`config.mk`:
```
export PLATFORM = sky130hd
export DESIGN_NAME = vending_machine_param
export DESIGN_NICKNAME = d
export VERILOG_FILES = /design/src/rtl/vending_machine_param.sv
export SDC_FILE = /design/constraint.sdc
export NUM_CORES = 1
export LEC_CHECK = 0
export ABC_AREA = 1
export ABC_CLOCK_PERIOD_IN_PS = 5300
export CAP_MARGIN = 10
export CORE_MARGIN = 4
export CORE_UTILIZATION = 50
export CTS_CLUSTER_SIZE = 14
export DETAILED_ROUTE_END_ITERATION = 10
export PLACE_DENSITY = 0.75
export SLEW_MARGIN = 20
export SYNTH_ARGS = -nofsm -noshare
export SYNTH_HDL_FRONTEND = slang
export SYNTH_SLANG_ARGS = --single-unit
```
`constraint.sdc`:
```
create_clock -name clk_i -period 5.3 [get_ports clk_i]
set_input_delay 1.325 -clock clk_i [delete_from_list [all_inputs] [get_ports clk_i]]
set_output_delay 1.325 -clock clk_i [all_outputs]
set_load 0.02 [all_outputs]
```
`src/rtl/vending_machine_param.sv`:
```
// Purpose: multi-product coin vending FSM with bounded credit, greedy change return and refund.
// Latency: selection at edge N gives vend pulse in cycle N..N+1; change coins follow back-to-back.
// Backpressure: none; coins are rejected (coin_reject) while busy, on cancel or past MAX_CREDIT.
module vending_machine_param #(
  parameter int NUM_PROD = 4,
  parameter int CREDIT_W = 8,
  parameter logic [NUM_PROD*CREDIT_W-1:0] PRICES = {8'd100, 8'd65, 8'd50, 8'd35},
  parameter int MAX_CREDIT = 200
) (
  input  logic                        clk_i,
  input  logic                        rst_i,
  input  logic [1:0]                  in_i,
  input  logic                        cancel_i,
  input  logic                        sel_valid_i,
  input  logic [$clog2(NUM_PROD)-1:0] sel_id_i,
  output logic                        out_o,
  output logic [$clog2(NUM_PROD)-1:0] out_id_o,
  output logic [1:0]                  change_o,
  output logic [CREDIT_W-1:0]         credit_o,
  output logic                        busy_o,
  output logic                        coin_reject_o,
  output logic                        insufficient_o
);

  localparam int ID_W = $clog2(NUM_PROD);

  // Sum of credit and a coin is formed one bit wider so it can never wrap.
  localparam logic [CREDIT_W:0] MAX_SUM = (CREDIT_W+1)'(MAX_CREDIT);

  localparam logic [1:0] COIN_NONE = 2'b00;
  localparam logic [1:0] COIN_5    = 2'b01;
  localparam logic [1:0] COIN_10   = 2'b10;
  localparam logic [1:0] COIN_25   = 2'b11;

  typedef enum logic [1:0] {
    ST_ACCEPT = 2'd0,
    ST_VEND   = 2'd1,
    ST_CHANGE = 2'd2
  } state_e;

  // Monetary value of a coin code.
  function automatic logic [CREDIT_W-1:0] coin_value(input logic [1:0] code);
    logic [CREDIT_W-1:0] v;
    case (code)
      COIN_5:  v = CREDIT_W'(5);
      COIN_10: v = CREDIT_W'(10);
      COIN_25: v = CREDIT_W'(25);
      default: v = '0;
    endcase
    return v;
  endfunction

  // Greedy largest-coin-first choice for the remaining credit.
  function automatic logic [1:0] change_code(input logic [CREDIT_W-1:0] cr);
    logic [1:0] c;
    if (cr >= CREDIT_W'(25))      c = COIN_25;
    else if (cr >= CREDIT_W'(10)) c = COIN_10;
    else if (cr != '0)            c = COIN_5;
    else                          c = COIN_NONE;
    return c;
  endfunction

  state_e              state_q, state_d;
  logic [CREDIT_W-1:0] credit_q, credit_d;
  logic [ID_W-1:0]     out_id_q, out_id_d;
  logic                out_q;
  logic [1:0]          change_q;
  logic                busy_q;
  logic                coin_reject_q, coin_reject_d;
  logic                insufficient_q, insufficient_d;

  logic                coin_present;
  logic [CREDIT_W-1:0] coin_val;
  logic [CREDIT_W-1:0] sel_price;
  logic                sel_ok;
  logic [CREDIT_W-1:0] base;
  logic [CREDIT_W:0]   sum;
  logic [CREDIT_W-1:0] chg_val;

  assign coin_present = (in_i != COIN_NONE);
  assign coin_val     = coin_value(in_i);
  assign chg_val      = coin_value(change_code(credit_q));

  // With a power-of-two product count every index is legal; otherwise range-check it.
  if (NUM_PROD == (1 << ID_W)) begin : g_sel_full
    assign sel_ok = 1'b1;
  end else begin : g_sel_range
    assign sel_ok = ({1'b0, sel_id_i} < (ID_W+1)'(NUM_PROD));
  end

  // Price lookup for the selected product; out-of-range indices read as zero and are refused via sel_ok.
  always_comb begin
    sel_price = '0;
    for (int i = 0; i < NUM_PROD; i++) begin
      if (sel_id_i == ID_W'(i)) sel_price = PRICES[i*CREDIT_W +: CREDIT_W];
    end
  end

  // Next-state, next-credit and refusal pulses.
  always_comb begin
    state_d        = state_q;
    credit_d       = credit_q;
    out_id_d       = out_id_q;
    coin_reject_d  = 1'b0;
    insufficient_d = 1'b0;
    base           = credit_q;
    sum            = '0;

    case (state_q)
      ST_ACCEPT: begin
        if (cancel_i) begin
          // Refund wins over everything; a coin in the same cycle goes back untouched.
          coin_reject_d = coin_present;
          if (credit_q != '0) state_d = ST_CHANGE;
        end else begin
          if (sel_valid_i) begin
            if (sel_ok && (credit_q >= sel_price)) begin
              base     = credit_q - sel_price;
              out_id_d = sel_id_i;
              state_d  = ST_VEND;
            end else begin
              insufficient_d = 1'b1;
            end
          end
          credit_d = base;
          // The coin limit is judged against credit after any purchase in this edge.
          if (coin_present) begin
            sum = {1'b0, base} + {1'b0, coin_val};
            if (sum <= MAX_SUM) credit_d = sum[CREDIT_W-1:0];
            else                coin_reject_d = 1'b1;
          end
        end
      end

      ST_VEND: begin
        coin_reject_d = coin_present;
        state_d       = (credit_q != '0) ? ST_CHANGE : ST_ACCEPT;
      end

      ST_CHANGE: begin
        coin_reject_d = coin_present;
        // Clamp at zero so a stray non-multiple of 5 can never wrap the register.
        if (credit_q <= chg_val) begin
          credit_d = '0;
          state_d  = ST_ACCEPT;
        end else begin
          credit_d = credit_q - chg_val;
        end
      end

      default: begin
        state_d  = ST_ACCEPT;
        credit_d = '0;
      end
    endcase
  end

  // State and registered outputs; Moore outputs are precomputed from the next state and credit.
  always_ff @(posedge clk_i) begin
    if (rst_i) begin
      state_q        <= ST_ACCEPT;
      credit_q       <= '0;
      out_id_q       <= '0;
      out_q          <= 1'b0;
      change_q       <= COIN_NONE;
      busy_q         <= 1'b0;
      coin_reject_q  <= 1'b0;
      insufficient_q <= 1'b0;
    end else begin
      state_q        <= state_d;
      credit_q       <= credit_d;
      out_id_q       <= out_id_d;
      out_q          <= (state_d == ST_VEND);
      change_q       <= (state_d == ST_CHANGE) ? change_code(credit_d) : COIN_NONE;
      busy_q         <= (state_d != ST_ACCEPT);
      coin_reject_q  <= coin_reject_d;
      insufficient_q <= insufficient_d;
    end
  end

  assign out_o          = out_q;
  assign out_id_o       = out_id_q;
  assign change_o       = change_q;
  assign credit_o       = credit_q;
  assign busy_o         = busy_q;
  assign coin_reject_o  = coin_reject_q;
  assign insufficient_o = insufficient_q;

endmodule

```
=== Word-level counts from Yosys, hierarchy flattened ===
Index checks and enable logic that the tools add are counted.

* Reductions and logical operators: 10
* Multiplexer cells: 33
* Magnitude comparators: 7
* Equality and inequality tests: 13
* Bitwise operators: 4
* Add/sub/neg operators: 3

{| class="wikitable"
|+ Operator list
! cell !! number
|-
| 8-bit two-way mux || 11
|-
| 5-bit case mux with 3 select lines || 2
|-
| 8-bit case mux with 3 select lines || 1
|-
| 2-bit two-way mux || 10
|-
| 2-bit equality test, second input constant || 8
|-
| 8-bit by 4-bit greater-or-equal comparator with 1-bit output, second input constant || 2
|-
| 8-bit by 5-bit greater-or-equal comparator with 1-bit output, second input constant || 2
|-
| 8-bit nonzero test || 2
|-
| 8-bit subtractor || 2
|-
| 2-bit by 1-bit equality test with 1-bit output, second input constant || 5
|-
| 8-bit by 8-bit adder with 9-bit output || 1
|-
| 9-bit by 8-bit less-or-equal comparator with 1-bit output, second input constant || 1
|-
| 8-bit greater-or-equal comparator || 1
|-
| 8-bit less-or-equal comparator || 1
|-
| 1-bit two-way mux || 6
|-
| 6-bit two-way mux || 1
|-
| 2-bit case mux with 3 select lines || 1
|-
| 2-bit logical NOT || 2
|-
| 1-bit inverter || 4
|-
| 4-bit AND reduction || 1
|-
| 2-bit nonzero test || 2
|-
| 2-bit OR reduction || 2
|-
| 4-bit OR reduction || 1
|-
| 1-bit case mux with 2 select lines || 1
|}

* Output and inout port bits: 16
* Input bits: 8
* Logic and storage cells: 78
* Flip-flop bits (word level): 18

=== Depth between registers and ports, before layout ===
Gate-level depths: netlist of the first run.

* Word-level depth: 20
* Depth in mapped cells: 36
* Gate-level depth less buffers: 36

=== Worst setup path before layout of the first run ===
Ideal clock, no wire load.

* Path type: input port to flip-flop
* From: input port sel_id_i[0]
* To: register change_q[0] (netlist: change_o[0])
* Stages on the path: 34
* Data arrival time: 4.691 ns
* Library setup time: 0.114 ns
* Path buffers: 0
* Path slack: 0.496 ns
* Required time: 5.186 ns
* Path through: inv_1 ha_1 inv_1 fa_1 nand2_2 nand2_2 inv_2 nand2_1 nand2_2 a21oi_4 or2_2 o21ai_0 inv_1 ha_1 a21oi_1 o21bai_1 a21o_1 nand3_1 nand2_1 nand2_1 nor2_1 nand2_4 nand3_4 nand2_1 nand3_1 nand2_1 nand2_1 nand2_1 inv_1 nand2_1 nand2_1 nor2_1 nor2_1 nor2_1

* Longest elaborated chain between the ends: 20
* Elaborated cells between the ends (all ways): 33
* Those cells by class: add/sub: 2; order compare: 4; eq/ne: 4; mux: 19; bitwise: 1; reduce/logical: 3

{| class="wikitable"
|+ RTL lines
! element !! line !! source
|-
| start, declared || 15 || <nowiki>input logic [$clog2(NUM_PROD)-1:0] sel_id_i,</nowiki>
|-
| 2-bit logical NOT || 95 || <nowiki>if (sel_id_i == ID_W'(i)) sel_price = PRICES[i*CREDIT_W +: CREDIT_W];</nowiki>
|-
| 6-bit two-way mux || 95 ||
|-
| 8-bit two-way mux (2 in series) || 95 ||
|-
| 8-bit two-way mux * || 95 ||
|-
| parallel branches: the longest is 15 deep, another holds 8-bit by 8-bit adder with 9-bit output || -- ||
|-
| end signal, assigned || 174 || <nowiki>change_q <= (state_d == ST_CHANGE) ? change_code(credit_d) : COIN_NONE;</nowiki>
|-
| end, declared || 67 || <nowiki>logic [1:0] change_q;</nowiki>
|}

Mark *: on every way between the ends. The select of a mux whose other input is x is not followed.
A chain may end at the register's enable or synchronous reset.

=== Final worst setup path of the first run ===
Ends and elaborated chain as after synthesis.

==> impl_summary.txt, run 1 <==
----------------------------------------------------
[Run status]
  Result of the run ... finished clean

[Place]
  Placed Instances ... 480
  Input/output buffers ... 23
  Weighted congestion at the end of routability-driven global placement ... 0.925
  Post-DP HPWL ... 5340 µm
  DP Area ... 2850 µm²

[Route]
  Total number of vias ... roughly 2600
  Wire length per cell ... 13.9 µm
  First drt pass iteration count ... 5
  Post-route DRC ... 0
  Starting DRC count in detailed routing ... 197
  Final Routed Wirelength ... 6770 µm
  Antenna Violating Nets Remaining ... 0
  Per-cell via count in the routed design ... 5.33

[Final layout]
  Final Cell Area ... 3060 µm²
  Share of cells above drive strength 1 ... 23.4%
  N_diodes ... 0
  Area grow syn2layout ... 33.5%
  Final Instance Count excl. Fillers ... 488
  Nets ... 468

[Timing]
  Final Max Slew Viols ... 0
  Slew margin rel. ... 58.8%
  Share of the clock period used by the worst path after layout ... 96.3%
  Slew at the pin closest to its max-slew limit ... about 620 ps
  Total count of hold-check failures in the final report ... 0
  Shortest clock period the worst path allows after layout ... 5100 ps
  Maximum clock skew at final layout ... 11.7 ps
  Max Clock Freq ... 196 MHz
  Count of endpoints failing setup in the final report ... 0
  Setup tns final ... 0 ps

[Setup path]
  Critical Path End Type ... register
  Max stage delay on crit path ... 360 ps
  Launching element type of the critical path ... input pin
  Peak fanout along the critical path ... 5
  Slowest library cell on the worst path ... sky130_fd_sc_hd__fa_2
  Worst Setup Path Type ... in2reg
  Worst EP required ... between 5000 and 6000 ps
  Arrival @ worst endpoint ... 5250 ps

[Clocking]
  Clock latency reported for the late side of the worst-skew pair ... 260 ps
  Clock Path Buffers ... 2
  Clock root buffer ... sky130_fd_sc_hd__clkbuf_8
  TritonCTS Sinks ... 18
  H-Tree Level Count ... 1
  CTS hold repair buffers ... 0
  CTS tree ... built
  TritonCTS buffer count ... 3
  Clock-pin transition on the worst setup and hold timing paths ... 70 ps

[Synthesis]
  Synthesis warning total ... 0
  Netlist area before placement ... 2290 µm²
  Synthesized netlist net count ... 403
  Instance count of the mapped netlist ... 372
  Syn_area_per_cell ... 6.16 µm²
  Count of unique library cells instantiated by Yosys ... 39
  Number of storage elements in the synthesis netlist ... 18
  Share of synthesized area occupied by flip-flops and latches ... between 15 and 20%

[GRT]
  Global-route wire length before repair ... 10600 µm
  Remaining Overflow, GRT ... 0
  Maximum number of pins on one net before global-route repair ... 17
  Number of antenna violations at the first check in global routing ... 0
  Total Routing Usage GR ... 23.8%
  Vias in the first global route ... 2388

[Floorplan]
  Placeable core region ... 4380 µm²
  Chip Height ... between 70 and 80 µm
  Starting Density ... between 50% and 60%
  Std cell rows ... 24
  # IOs ... 24
  Die width ... 75.7 µm
  Die area ... 5730 µm²

[Job]
  Max-cap check violation count ... 0

[Worst hold path]
  Hold crit path type ... reg2reg

----------------------------------------------------
final timing paths:
path,startpoint,to,slack (ps),cells after the start
min reg2reg,out_id_o[1],out_id_o[1],460,2
max,sel_id_i[0],change_o[0],200,33
max reg2reg,credit_o[0],change_o[0],1040,32
min,out_id_o[1],out_id_o[1],460,2
state kept, by name (all words and copies together), names as in the netlist:
signal,cells
busy_o,1
coin_reject_o,1
state_q,2
credit_o,8
insufficient_o,1
change_o,2
out_o,1
out_id_o,2
stage by stage:
stage	setup WS, ps	utilization (%)	hold slack (ps)
finish	197	69.8	461
global route	-23.1	69.8	494
detailed placement	-427	65.1	454
global placement	-299	65.1	451
CTS	27.5	67.3	465
floorplan	496	-	539
logic make-up (layout without fill, tap and decap cells):
| logic type | Yosys count | in the layout | share of synthesized area [%] |
|---|---|---|---|
| simple gates | 201 | 202 | 41.3 |
| buf+inv | 71 | 134 | 12.5 |
| compound gates | 48 | 48 | 12.8 |
| fa+ha+maj | 23 | 23 | 13.5 |
| flops | 18 | 18 | 15.7 |
| xor+xnor | 11 | 11 | 4.20 |
cells in the final DEF (no fill, tap or decap), types with 12 or more instances in the layout:
master / synthesis / layout
sky130_fd_sc_hd__nor2_1: 43 / 38
sky130_fd_sc_hd__buf_4: 1 / 45
sky130_fd_sc_hd__nand4_1: 12 / 12
sky130_fd_sc_hd__dfxtp_1: 18 / 18
sky130_fd_sc_hd__ha_1: 20 / 16
sky130_fd_sc_hd__inv_1: 51 / 49
sky130_fd_sc_hd__a21oi_1: 20 / 18
sky130_fd_sc_hd__nand3_1: 28 / 28
sky130_fd_sc_hd__clkdlybuf4s50_1: 0 / 21
sky130_fd_sc_hd__nand2_2: 9 / 13
sky130_fd_sc_hd__nand2_1: 90 / 87
metal layers:
layer	up-vias	routed length, µm	track usage (%)
met5	-	0	0
met4	0	148	5.63
met3	21	322	3.43
met2	90	3330	42.9
met1	1159	2970	29.9
li1	1329	-	-
cell usage after synthesis (all sizes together):
cell type	n	area [µm²]
a22oi	4	30.0
nand4	12	75.1
a31oi	2	12.5
a21oi	22	125
nand2	104	459
fa	3	60.1
o22ai	2	12.5
inv	56	210
or2	3	18.8
o211ai	1	7.51
o21ai	10	50.1
ha	20	250
a21o	2	15.0
o21bai	2	15.0
nor4	2	12.5
xor2	10	87.6
xnor2	1	8.76
buf	3	30.0
o221ai	2	17.5
o21a	1	7.51
nor2	44	173
nand3	31	178
clkbuf	7	27.5
dfxtp	18	360
clkinv	5	18.8
nor3	5	30.0
what timing repair did:
| action | 4_1_cts | 5_1_grt |
|---|---|---|
| endpoints found under the setup margin | 3 | 7 |
| cloned | 0 | 1 |
| pin swaps | 4 | 10 |
| buffers inserted | 1 | 2 |
| resized for setup | 11 | 21 |
critical path: cells and delay by family:
family | cells | cell delay (ps)
and+or+nand+nor | 19 | 1600
adders and majority gates | 4 | 1060
buffers and inverters | 6 | 640
AOI/OAI and AO/OA | 4 | 630
area by class of cell:
| class | instances | area [µm²] |
|---|---|---|
| clock buffer | 4 | 55.1 |
| tap | 52 | 65.1 |
| inverter | 61 | 229 |
| sequential | 18 | 360 |
| multi-input combinational | 284 | 1770 |
| timing repair buffer | 69 | 581 |
| fill | 353 | 1330 |
Power of run 1 is left out: the tool's default activity adds up to more than one toggle a clock period on the data nets, which glitch-free logic cannot reach.
==> run 2, diff against run 1 <==
CORE_MARGIN = unset   (was 4)
==> run 2 against run 1 <==
Sequential share of layout area shrank 0.14 points. Largest cell class unchanged. Die area fell by 15%. Global-route usage up 4.9 points. Critical endpoint unchanged. Critical path depth is 2 lower. Via count up 6.6%. Critical path type unchanged. Highest routed layer unchanged. Wire length grew 6.9%.
==> impl_summary.txt, run 2 (same netlist as run 1, synthesis figures left out) <==
----------------------------------------------------
[Timing]
  Slew at the pin closest to its max-slew limit ... 613 ps (-3.45 ps)
  Maximum clock skew at final layout ... 4.14 ps (-7.54 ps)
  RSZ-0062 raised after global routing ... false
  Hold Worst Slack ... 460 ps (-0.749 ps)
  Max Clock Freq ... 200 MHz (+2.0%)
  Final Max Slew Viols ... 0 (unchanged)
  Shortest clock period the worst path allows after layout ... 5000 ps (-99.0 ps)
  Slew margin rel. ... 59.0% (+0.23 points)
  Share of the clock period used by the worst path after layout ... 94.4% (-1.9 points)
  Count of endpoints failing setup in the final report ... 0 (unchanged)
  Total count of hold-check failures in the final report ... 0 (unchanged)

[Setup path]
  Launching element type of the critical path ... input pin
  Worst EP required ... 5450 ps (about the same)
  Critical Path End Type ... register
  Reg-to-reg critical path startpoint ... credit_o[0]
  Launch point of the critical path ... sel_id_i[0]
  Cell depth of the worst flop-to-flop path ... 33 (+3.1%)
  Peak fanout along the critical path ... 6 (+1)
  Arrival @ worst endpoint ... 5160 ps (-90 ps)
  Worst Setup Path Type ... in2reg
  Flop-to-flop setup slack ... 1000 ps (-40 ps)
  Max stage delay on crit path ... 350 ps (about the same)
  Slowest library cell on the worst path ... sky130_fd_sc_hd__ha_1
  Reg-to-Reg End ... change_o[0]
  Critical Path Most Common Cell ... sky130_fd_sc_hd__nand2_1
  Worst setup path end ... change_o[0]

[Run status]
  Result of the run ... finished clean

[Final layout]
  Number of flip-flops under the largest register name ... 8 (unchanged)
  Share of cells above drive strength 1 ... 23.9% (+0.52 points)
  Final Instance Count excl. Fillers ... 491 (+0.61%)
  Area grow syn2layout ... 35.0%
  Final Cell Area ... 3100 µm² (+1.2%)
  N_diodes ... 0 (unchanged)
  Nets ... 471 (+0.64%)
  Commonest non-fill, non-tap cells in the layout ... sky130_fd_sc_hd__nand2_1, sky130_fd_sc_hd__inv_1, sky130_fd_sc_hd__buf_4
  Most frequent standard cell in the layout excluding fill and tap cells ... sky130_fd_sc_hd__nand2_1

[GRT]
  Global-route wire length before repair ... 11400 µm (+7.6%)
  Number of antenna violations at the first check in global routing ... 0 (unchanged)
  Remaining Overflow, GRT ... 0 (unchanged)
  Maximum number of pins on one net before global-route repair ... 17 (unchanged)
  Total Routing Usage GR ... 28.8% (+4.9 points)
  Vias in the first global route ... 2632 (+10%)

[Route]
  Antenna Violating Nets Remaining ... 0 (unchanged)
  Post-route DRC ... 0 (unchanged)
  Total number of vias ... 2771 (+6.6%)
  First drt pass iteration count ... 6 (+1)
  Final Routed Wirelength ... 7240 µm (+6.9%)
  Starting DRC count in detailed routing ... 246 (+25%)
  Per-cell via count in the routed design ... 5.64 (+6.0%)
  Wire length per cell ... 14.7 µm (+6.2%)

[Floorplan]
  # IOs ... 24 (unchanged)
  Starting Density ... 52.3% (unchanged)
  Placeable core region ... 4380 µm² (unchanged)
  Die area ... 4860 µm² (-15%)
  Chip Height ... 69.7 µm (-7.9%)
  Die width ... 69.7 µm (-7.9%)
  Std cell rows ... 24 (unchanged)

[Place]
  Input/output buffers ... 23 (unchanged)
  Weighted congestion at the end of routability-driven global placement ... 0.935 (+1.0%)
  Placed Instances ... 477 (-0.63%)
  DP Area ... 2830 µm² (-0.79%)
  Post-DP HPWL ... 5280 µm (-1.2%)

[Clocking]
  TritonCTS Sinks ... 18 (unchanged)
  Clock Path Buffers ... 2 (unchanged)
  Clock-pin transition on the worst setup and hold timing paths ... 70 ps (about the same)
  TritonCTS buffer count ... 3 (unchanged)
  Clock root buffer ... sky130_fd_sc_hd__clkbuf_8
  CTS tree ... built
  H-Tree Level Count ... 1 (unchanged)
  Clock latency reported for the late side of the worst-skew pair ... 260 ps (about the same)
  CTS hold repair buffers ... 0 (unchanged)

[Job]
  Max-cap check violation count ... 0 (unchanged)

[Worst hold path]
  Hold path startpoint ... out_id_o[0]
  Hold crit path type ... reg2reg

----------------------------------------------------
-- run 2: changes by cell type in the layout (fill, tap and decap cells not counted), sizes merged --
cell,previous run,this run
dlygate4sd2,1,0
dlymetal6s2s,1,2
buf,46,49
-- run 2: timing repair --
| item | CTS | global route |
|---|---|---|
| setup buffers | 0 | 9 |
| gates cloned | 0 | 1 |
| pin swaps | 1 | 13 |
| resized for setup | 12 | 21 |
| endpoints found under the setup margin | 3 | 10 |
-- run 2: final cells by class --
class	instances	area (µm²)
Sequential cell	18	360
Clock buffer	4	55.1
Inverter	61	229
Tap cell	52	65.1
Multi-Input combinational cell	284	1780
Timing Repair Buffer	72	607
Fill cell	335	1290
-- run 2: routing by layer --
layer  track usage, %  wire [µm]  vias up  part of all wire [%]
met5                0          0        -                     0
met1             33.6       2910     1250                    40
li1                 -          -     1336                     -
met2             49.5       3420      141                    47
met3             5.81        569       44                   7.9
met4             14.9        340        0                   4.7
-- run 2: how the worst min path moves through the flow --
stage	to	slack [ps]	cells after the start
floorplan	out_id_o[0]	540	2
global route	out_id_o[1]	520	2
detailed placement	out_id_o[0]	460	2
global placement	out_id_o[0]	450	2
CTS	out_id_o[0]	460	2
finish	out_id_o[0]	460	2
-- run 2: through the flow --
stage | setup slack, ps | utilization (%) | TNS [ps]
3_5_place_dp | -420 | 64.6 | -2240
4_1_cts | 6.27 | 66.9 | 0
2_1_floorplan | 496 | - | 0
3_3_place_gp | -285 | 64.6 | -1070
5_1_grt | 8.24 | 70.6 | 0
6_report | 296 | 70.6 | 0
-- run 2: worst max-delay path, delay by kind of cell --
family | cells | cell delay (ps)
simple gates | 21 | 1910
compound gates | 3 | 630
fa+ha+maj | 2 | 610
buf+inv | 4 | 520
xor+xnor | 1 | 150
Power of run 2 is left out for the same reason.
